==> config.mk <==
export PLATFORM = sky130hd
export DESIGN_NAME = fp32_pipelined_adder
export DESIGN_NICKNAME = d
export VERILOG_FILES = /design/src/rtl/fp32_pkg.sv /design/src/rtl/fp32_lzc.sv /design/src/rtl/fp32_pipelined_adder.sv
export SDC_FILE = /design/constraint.sdc
export NUM_CORES = 1
export LEC_CHECK = 0
export ABC_AREA = 0
export BUFFER_PORTS_ARGS = -buffer_cell sky130_fd_sc_hd__buf_2
export CORE_MARGIN = 8
export CORE_UTILIZATION = 50
export CTS_CLUSTER_DIAMETER = 120
export DETAILED_ROUTE_END_ITERATION = 12
export GPL_ROUTABILITY_DRIVEN = 1
export GPL_TIMING_DRIVEN = 0
export HOLD_SLACK_MARGIN = 0.1
export PLACE_DENSITY = 0.7
export SLEW_MARGIN = 20
export SYNTH_ARGS = -nofsm -noshare
export SYNTH_HDL_FRONTEND = slang
export SYNTH_HIERARCHICAL = 1
export SYNTH_SLANG_ARGS = --single-unit
==> constraint.sdc <==
create_clock -name clk -period 13.5 [get_ports clk]
set_input_delay 1.35 -clock clk [delete_from_list [all_inputs] [get_ports clk]]
set_output_delay 1.35 -clock clk [all_outputs]
set_load 0.05 [all_outputs]
==> src/rtl/fp32_pkg.sv <==
`default_nettype none
// ============================================================================
// Module      : fp32_pkg
// Description : Shared binary32 field widths, constants and pipeline payloads
// Revision    : 1.0 - initial release
// ============================================================================
package fp32_pkg;

    localparam int FP32_SIGN_W = 1;
    localparam int FP32_EXP_W  = 8;
    localparam int FP32_FRAC_W = 23;
    localparam int FP32_BIAS   = 127;

    localparam logic [31:0] FP32_CANONICAL_NAN = 32'h7FC0_0000;
    localparam logic [31:0] FP32_POS_INF       = 32'h7F80_0000;

    typedef struct packed {
        logic nv;
        logic dz;
        logic of;
        logic uf;
        logic nx;
    } fflags_t;

    // Swap/align stage output: significands carry 3 extra guard/round/sticky bits
    typedef struct packed {
        logic        special;
        logic [31:0] special_val;
        logic        sign;
        logic        zero_sign;
        logic        sub;
        logic [7:0]  exp;
        logic [26:0] sig_l;
        logic [26:0] sig_s;
`ifdef RSD_FP_ADD_FFLAGS_EN
        logic        nv;
`endif
    } align_t;

    typedef struct packed {
        logic        special;
        logic [31:0] special_val;
        logic        sign;
        logic        zero_sign;
        logic [7:0]  exp;
        logic [27:0] sum;
`ifdef RSD_FP_ADD_FFLAGS_EN
        logic        nv;
`endif
    } sum_t;

    typedef struct packed {
        logic [31:0] result;
`ifdef RSD_FP_ADD_FFLAGS_EN
        fflags_t     flags;
`endif
    } out_t;

endpackage
`default_nettype wire

==> src/rtl/fp32_lzc.sv <==
`default_nettype none
// ============================================================================
// Module      : fp32_lzc
// Description : Leading-zero count of a 27-bit significand (27 when all zero)
// Revision    : 1.0 - initial release
// ============================================================================
module fp32_lzc (
    input  logic [26:0] i_vec,
    output logic [4:0]  o_count
);

    // Ascending scan: the highest set bit is the last one to write the count
    always_comb begin
        o_count = 5'd27;
        for (int i = 0; i < 27; i++) begin
            if (i_vec[i]) begin
                o_count = 5'(26 - i);
            end
        end
    end

endmodule
`default_nettype wire

==> src/rtl/fp32_pipelined_adder.sv <==
`default_nettype none
// ============================================================================
// Module      : fp32_pipelined_adder
// Description : Pipelined IEEE-754 binary32 adder, round-to-nearest-even.
//               Define RSD_FP_ADD_FFLAGS_EN to add the fflags output.
// Revision    : 1.0 - initial release
// ============================================================================
module fp32_pipelined_adder
    import fp32_pkg::*;
#(
    parameter int PIPELINE_DEPTH = 3
) (
    input  logic        clk,
    input  logic        rst,
    input  logic [31:0] lhs,
    input  logic [31:0] rhs,
    output logic [31:0] result
`ifdef RSD_FP_ADD_FFLAGS_EN
    ,
    output logic [4:0]  fflags
`endif
);

    align_t w_align_d, w_align;
    sum_t   w_sum_d, w_sum;
    out_t   w_out_d, w_out;

    logic        w_a_nan, w_b_nan, w_a_inf, w_b_inf, w_swap, w_lost;
    logic [31:0] w_big;
    logic [30:0] w_small;
    logic [7:0]  w_big_exp, w_small_exp, w_diff;
    logic [23:0] w_big_man, w_small_man;
    logic [26:0] w_small_ext, w_shifted, w_small_al;

    // ---------------- swap / align ----------------
    always_comb begin
        w_a_nan     = (&lhs[30:23]) & (|lhs[22:0]);
        w_b_nan     = (&rhs[30:23]) & (|rhs[22:0]);
        w_a_inf     = (&lhs[30:23]) & ~(|lhs[22:0]);
        w_b_inf     = (&rhs[30:23]) & ~(|rhs[22:0]);
        w_swap      = (rhs[30:0] > lhs[30:0]);
        w_big       = w_swap ? rhs : lhs;
        w_small     = w_swap ? lhs[30:0] : rhs[30:0];
        w_big_exp   = (w_big[30:23] == 8'd0) ? 8'd1 : w_big[30:23];
        w_small_exp = (w_small[30:23] == 8'd0) ? 8'd1 : w_small[30:23];
        w_big_man   = {|w_big[30:23], w_big[22:0]};
        w_small_man = {|w_small[30:23], w_small[22:0]};
        w_diff      = w_big_exp - w_small_exp;
        w_small_ext = {w_small_man, 3'b000};
        w_shifted   = w_small_ext >> w_diff[4:0];
        w_lost      = |(w_small_ext & ~(27'h7FF_FFFF << w_diff[4:0]));
        if (w_diff >= 8'd26) begin
            w_small_al = {26'd0, |w_small_man};
        end else begin
            w_small_al = {w_shifted[26:1], w_shifted[0] | w_lost};
        end

        w_align_d           = '0;
        w_align_d.special   = w_a_nan | w_b_nan | w_a_inf | w_b_inf;
        if (w_a_nan | w_b_nan | (w_a_inf & w_b_inf & (lhs[31] ^ rhs[31]))) begin
            w_align_d.special_val = FP32_CANONICAL_NAN;
        end else if (w_a_inf) begin
            w_align_d.special_val = lhs;
        end else begin
            w_align_d.special_val = rhs;
        end
        w_align_d.sign      = w_big[31];
        w_align_d.zero_sign = lhs[31] & rhs[31];
        w_align_d.sub       = lhs[31] ^ rhs[31];
        w_align_d.exp       = w_big_exp;
        w_align_d.sig_l     = {w_big_man, 3'b000};
        w_align_d.sig_s     = w_small_al;
`ifdef RSD_FP_ADD_FFLAGS_EN
        w_align_d.nv        = (w_a_nan & ~lhs[22]) | (w_b_nan & ~rhs[22]) |
                              (w_a_inf & w_b_inf & (lhs[31] ^ rhs[31]));
`endif
    end

    generate
        if (PIPELINE_DEPTH >= 2) begin : g_align_reg
            align_t r_align_q;
            always_ff @(posedge clk) begin
                if (!rst) r_align_q <= '0;
                else      r_align_q <= w_align_d;
            end
            assign w_align = r_align_q;
        end else begin : g_align_comb
            assign w_align = w_align_d;
        end
    endgenerate

    // ---------------- add ----------------
    always_comb begin
        w_sum_d             = '0;
        w_sum_d.special     = w_align.special;
        w_sum_d.special_val = w_align.special_val;
        w_sum_d.sign        = w_align.sign;
        w_sum_d.zero_sign   = w_align.zero_sign;
        w_sum_d.exp         = w_align.exp;
        w_sum_d.sum         = w_align.sub ? ({1'b0, w_align.sig_l} - {1'b0, w_align.sig_s})
                                          : ({1'b0, w_align.sig_l} + {1'b0, w_align.sig_s});
`ifdef RSD_FP_ADD_FFLAGS_EN
        w_sum_d.nv          = w_align.nv;
`endif
    end

    generate
        if (PIPELINE_DEPTH >= 3) begin : g_sum_reg
            sum_t r_sum_q;
            always_ff @(posedge clk) begin
                if (!rst) r_sum_q <= '0;
                else      r_sum_q <= w_sum_d;
            end
            assign w_sum = r_sum_q;
        end else begin : g_sum_comb
            assign w_sum = w_sum_d;
        end
    endgenerate

    // ---------------- normalize / round / pack ----------------
    logic [4:0]  w_lz, w_shamt;
    logic [9:0]  w_exp_ext, w_lim, w_norm_exp, w_fin_exp;
    logic [26:0] w_norm;
    logic [24:0] w_rnd_man;
    logic [23:0] w_fin_man;
    logic        w_rnd_inc, w_ovf, w_zero;

    fp32_lzc u_lzc (
        .i_vec   (w_sum.sum[26:0]),
        .o_count (w_lz)
    );

    always_comb begin
        w_exp_ext = {2'b00, w_sum.exp};
        w_zero    = (w_sum.sum == 28'd0);
        // Left shift never takes the exponent below 1, which yields subnormals
        w_lim     = (w_exp_ext > 10'd1) ? (w_exp_ext - 10'd1) : 10'd0;
        w_shamt   = (w_lim < {5'd0, w_lz}) ? w_lim[4:0] : w_lz;
        if (w_sum.sum[27]) begin
            w_norm     = {w_sum.sum[27:2], |w_sum.sum[1:0]};
            w_norm_exp = w_exp_ext + 10'd1;
        end else begin
            w_norm     = w_sum.sum[26:0] << w_shamt;
            w_norm_exp = w_exp_ext - {5'd0, w_shamt};
        end
        w_rnd_inc = w_norm[2] & (w_norm[1] | w_norm[0] | w_norm[3]);
        w_rnd_man = {1'b0, w_norm[26:3]} + {24'd0, w_rnd_inc};
        if (w_rnd_man[24]) begin
            w_fin_man = w_rnd_man[24:1];
            w_fin_exp = w_norm_exp + 10'd1;
        end else begin
            w_fin_man = w_rnd_man[23:0];
            w_fin_exp = w_norm_exp;
        end
        w_ovf = (w_fin_exp >= 10'd255);

        w_out_d = '0;
        if (w_sum.special) begin
            w_out_d.result = w_sum.special_val;
        end else if (w_zero) begin
            w_out_d.result = {w_sum.zero_sign, 31'd0};
        end else if (w_ovf) begin
            w_out_d.result = FP32_POS_INF | {w_sum.sign, 31'd0};
        end else begin
            w_out_d.result = {w_sum.sign, (w_fin_man[23] ? w_fin_exp[7:0] : 8'd0),
                              w_fin_man[22:0]};
        end
`ifdef RSD_FP_ADD_FFLAGS_EN
        w_out_d.flags.nv = w_sum.special & w_sum.nv;
        w_out_d.flags.of = ~w_sum.special & ~w_zero & w_ovf;
        w_out_d.flags.nx = ~w_sum.special & ~w_zero & ((|w_norm[2:0]) | w_ovf);
        w_out_d.flags.uf = ~w_sum.special & ~w_zero & ~w_ovf & ~w_fin_man[23] &
                           (|w_norm[2:0]);
`endif
    end

    generate
        if (PIPELINE_DEPTH >= 4) begin : g_tail_reg
            localparam int c_TAIL_LEVELS = PIPELINE_DEPTH - 3;
            out_t r_tail_q [c_TAIL_LEVELS];
            always_ff @(posedge clk) begin
                if (!rst) begin
                    for (int i = 0; i < c_TAIL_LEVELS; i++) r_tail_q[i] <= '0;
                end else begin
                    r_tail_q[0] <= w_out_d;
                    for (int i = 1; i < c_TAIL_LEVELS; i++) r_tail_q[i] <= r_tail_q[i-1];
                end
            end
            assign w_out = r_tail_q[c_TAIL_LEVELS-1];
        end else begin : g_tail_comb
            assign w_out = w_out_d;
        end
    endgenerate

    assign result = w_out.result;
`ifdef RSD_FP_ADD_FFLAGS_EN
    assign fflags = w_out.flags;
`endif

endmodule
`default_nettype wire

==> impl_metrics.json <==
{
  "syn-cell-area_um2": 15420,
  "clkSlewWorstSetupHoldPaths_ns": 0.07,
  "rsz0062_at_grt": "false",
  "synthFlopType": "dfxtp_1",
  "cts_made_buffers": 17,
  "power.density_nw_per_um2": 212.7,
  "seq_area_frac_synth_pct": 21.55,
  "cts_resized": 0,
  "peakVddDrop_mv": 0.2123,
  "routed.top_layer": "met4",
  "row_count": 64,
  "grt_pass1_vias": 15780,
  "grt_max_degree": 17,
  "portBuffers": 97,
  "required_ns": 12.15,
  "design.die.area_um2": 36720,
  "clk_latency_ns": 0.43,
  "final_nets": 2280,
  "drc": 0,
  "wl_um": 63240,
  "yosysUniqueCellTypes": 105,
  "cts_max_path_buffers": 2,
  "fin_skew_ns": 0.01082,
  "drtIter0Drc": 1960,
  "final_cell_area_um2": 17050,
  "hold_buffers": 0,
  "ys_ff_latch": 166,
  "min_path_type": "reg2reg",
  "worst-setup-path-type": "reg2out",
  "critPathMaxFanout": 11,
  "core_area_um2": 30510,
  "fillers": 2944,
  "place_hpwl_um": 50070,
  "route.met2.wl_um": 29650,
  "hold_violations": 0,
  "cpMostUsedCell": "buf_2",
  "drtPass1Iterations": 8,
  "startpoint_type": "flop",
  "grt_pass1_wl_um": 93720,
  "synthesis.yosys.warnings": 6,
  "timing.rr.start": "g_align_reg.r_align_q[3]",
  "wl_met3_um": 5010,
  "r2r-end": "g_sum_reg.r_sum_q[27]",
  "die_width_um": 191.6,
  "whs_endpoint": "g_sum_reg.r_sum_q[47]",
  "worst_slew_pin_slew_ns": 1.119,
  "cts_setup_buffers": 0,
  "finalSetupViolCount": 0,
  "overflow": 0,
  "wl_met1_um": 25070,
  "ys_async_sr_fraction_pct": 0,
  "synthCells": 1996,
  "final_max_slew_viol_count": 0,
  "htreeDepth": 4,
  "rrSetupSlack_ns": 9.04,
  "critPathMaxStageDelay_ns": 0.57,
  "status": "completed",
  "fin_setup_tns_ns": 0,
  "avgSynthCellArea_um2": 7.727,
  "cts_num_sinks": 166,
  "ff2ff_path_depth": 17,
  "die_y_um": 191.6,
  "synth-edff-count": 0,
  "vias_per_cell": 6.602,
  "max_cap_viol_count": 0,
  "diodes": 0,
  "place_congestion": 1.067,
  "via_count": 16640,
  "postPlaceCellArea_um2": 16400,
  "total_power_uw": 3627,
  "critPathCaptureType": "output pin",
  "grt_usage_pct": 33.27,
  "fin_crit_sh_pct": 81.86,
  "whs_path_depth": 1,
  "antenna_found_initial": 0,
  "min_from": "g_align_reg.r_align_q[74]",
  "worst_path_max_delay_cell": "nor3_2",
  "fmaxAchievable_mhz": 90.49,
  "start_util_pct": 50.55,
  "slew_headroom_pct": 24.74,
  "postSynthNetCount": 2164,
  "tritoncts": "yes",
  "detail-route-antenna-nets": 0,
  "cp.arrival_ns": 9.70,
  "drive_above_1_share_pct": 11.67,
  "clock-root-buffer": "clkbuf_16",
  "io_pins": 98,
  "routedWlPerCell_um": 25.08,
  "leakagePower_uw": 0.007024,
  "fin_crit_ns": 11.05,
  "synthToLayoutAreaGrowth_pct": 10.55
}
==> how the worst max path moves through the flow <==
stage / from / endpoint / slack [ns]
finish: g_sum_reg.r_sum_q[28] / result[7] / 2.45
global route: g_sum_reg.r_sum_q[28] / result[21] / 2.03
CTS: g_sum_reg.r_sum_q[28] / result[7] / 2.69
detailed placement: lhs[30] / g_align_reg.r_align_q[0] / 3.03
global placement: lhs[30] / g_align_reg.r_align_q[0] / 3.01
floorplan: g_sum_reg.r_sum_q[31] / result[24] / 5.27
==> stage by stage <==
| step | setup WS (ns) | instances | util (%) | hold slack [ns] |
|---|---|---|---|---|
| 3_3_place_gp | 3.014 | 2489 | 53.76 | 0.4192 |
| 3_5_place_dp | 3.026 | 2489 | 53.76 | 0.4184 |
| 6_report | 2.449 | 2521 | 55.88 | 0.4331 |
| 2_1_floorplan | 5.270 | 1996 | - | 0.4119 |
| 5_1_grt | 2.033 | 2521 | 55.88 | 0.4426 |
| 4_1_cts | 2.686 | 2521 | 55.83 | 0.4380 |
==> flip-flops by register name, summed over array words and instances (netlist names) <==
signal	flops
g_align_reg.r_align_q	95
g_sum_reg.r_sum_q	71
==> cells in the mapped netlist (10+ instances only) <==
| library cell | count | share of area [%] |
|---|---|---|
| inv_1 | 121 | 2.9 |
| a211oi_1 | 37 | 1.8 |
| buf_2 | 17 | 0.55 |
| a22oi_1 | 10 | 0.49 |
| ha_1 | 100 | 8.1 |
| o21ai_0 | 88 | 2.9 |
| a32o_1 | 12 | 0.78 |
| a221oi_1 | 11 | 0.62 |
| a31oi_1 | 19 | 0.77 |
| mux2i_1 | 101 | 6.6 |
| nand2_1 | 169 | 4.1 |
| nor3_1 | 41 | 1.3 |
| and3_1 | 14 | 0.57 |
| o211ai_1 | 24 | 1.2 |
| nor2_1 | 194 | 4.7 |
| xnor2_1 | 41 | 2.3 |
| a21o_1 | 31 | 1.5 |
| nand4_1 | 26 | 1.1 |
| a22o_1 | 26 | 1.5 |
| nor4_1 | 37 | 1.5 |
| or3_1 | 14 | 0.57 |
| or2_2 | 12 | 0.49 |
| o22ai_1 | 15 | 0.61 |
| xor2_1 | 16 | 0.91 |
| nor2b_1 | 16 | 0.65 |
| o21a_1 | 15 | 0.73 |
| o31ai_1 | 12 | 0.58 |
| a311oi_1 | 20 | 1.1 |
| clkbuf_1 | 76 | 1.8 |
| a21oi_1 | 143 | 4.6 |
| and2_1 | 83 | 3.4 |
| mux2_2 | 14 | 1.0 |
| dfxtp_1 | 166 | 22 |
| nand3_1 | 55 | 1.8 |
| mux4_2 | 21 | 3.1 |
==> cells by family (layout without fill, tap and decap cells) <==
| kind of cell | Yosys count | after routing | synth area share [%] |
|---|---|---|---|
| compound gates | 577 | 577 | 26.22 |
| xor+xnor | 57 | 57 | 3.237 |
| fa+ha+maj | 102 | 102 | 8.373 |
| buf+inv | 237 | 366 | 6.320 |
| flops | 166 | 166 | 21.55 |
| mux | 137 | 137 | 10.74 |
| simple gates | 720 | 720 | 23.56 |
==> power breakdown <==
group	internal, uW	switching [uW]	total, uW	leakage, uW
clock	302	209	512	0.000302
combinational	801	1730	2530	0.00535
sequential	527	58.0	585	0.00137
total	1630	2000	3630	0.00702
==> layout make-up <==
class / count / area, um2 / area share [%]
Clock buffer: 19 / 442.9 / 2.598
Clock inverter: 13 / 187.7 / 1.101
Timing Repair Buffer: 97 / 485.5 / 2.847
Multi-Input combinational cell: 1593 / 11140 / 65.34
Sequential cell: 166 / 3323 / 19.49
Tap cell: 396 / 495.5 / 2.906
Buffer: 112 / 505.5 / 2.965
Inverter: 125 / 469.2 / 2.752
==> critical path: cells and delay by family, from the launching register on <==
family	cells	cell delay (ns)
AO/OA/AOI/OAI	10	2.57
XOR/XNOR	2	0.81
AND/OR/NAND/NOR	5	1.70
adder cells (fa/ha/maj)	4	1.02
flip-flops	1	0.36
buffers and inverters	11	2.79
==> per-layer routing <==
| metal | GRT usage [%] | vias up |
|---|---|---|
| met3 | 4.811 | 195 |
| met1 | 40.83 | 7850 |
| met2 | 55.35 | 999 |
| met5 | 0 | - |
| met4 | 18.71 | 0 |
| li1 | - | 7600 |
==> cells in the final DEF (no fill, tap or decap), types with 10 or more instances in the layout <==
cell       Yosys  routed
buf_2         17     114
a32o_1        12      12
clkbuf_1      76      77
dfxtp_1      166     166
a31oi_1       19      19
a21o_1        31      31
xor2_1        16      16
nand4_1       26      26
a211oi_1      37      37
mux2i_1      101     101
nor3_1        41      41
o22ai_1       15      15
and3_1        14      14
o211ai_1      24      24
o21ai_0       88      88
clkbuf_16      0      17
mux4_2        21      21
or2_2         12      12
nor2_1       194     194
nor2b_1       16      16
o21a_1        15      15
inv_1        121     121
nand2_1      169     169
mux2_2        14      14
nand3_1       55      55
a21oi_1      143     143
xnor2_1       41      41
a311oi_1      20      20
or3_1         14      14
a22o_1        26      26
nor4_1        37      37
and2_1        83      83
a221oi_1      11      11
ha_1         100     100
a22oi_1       10      10
o31ai_1       12      12
(Power assumes the default switching activity.)
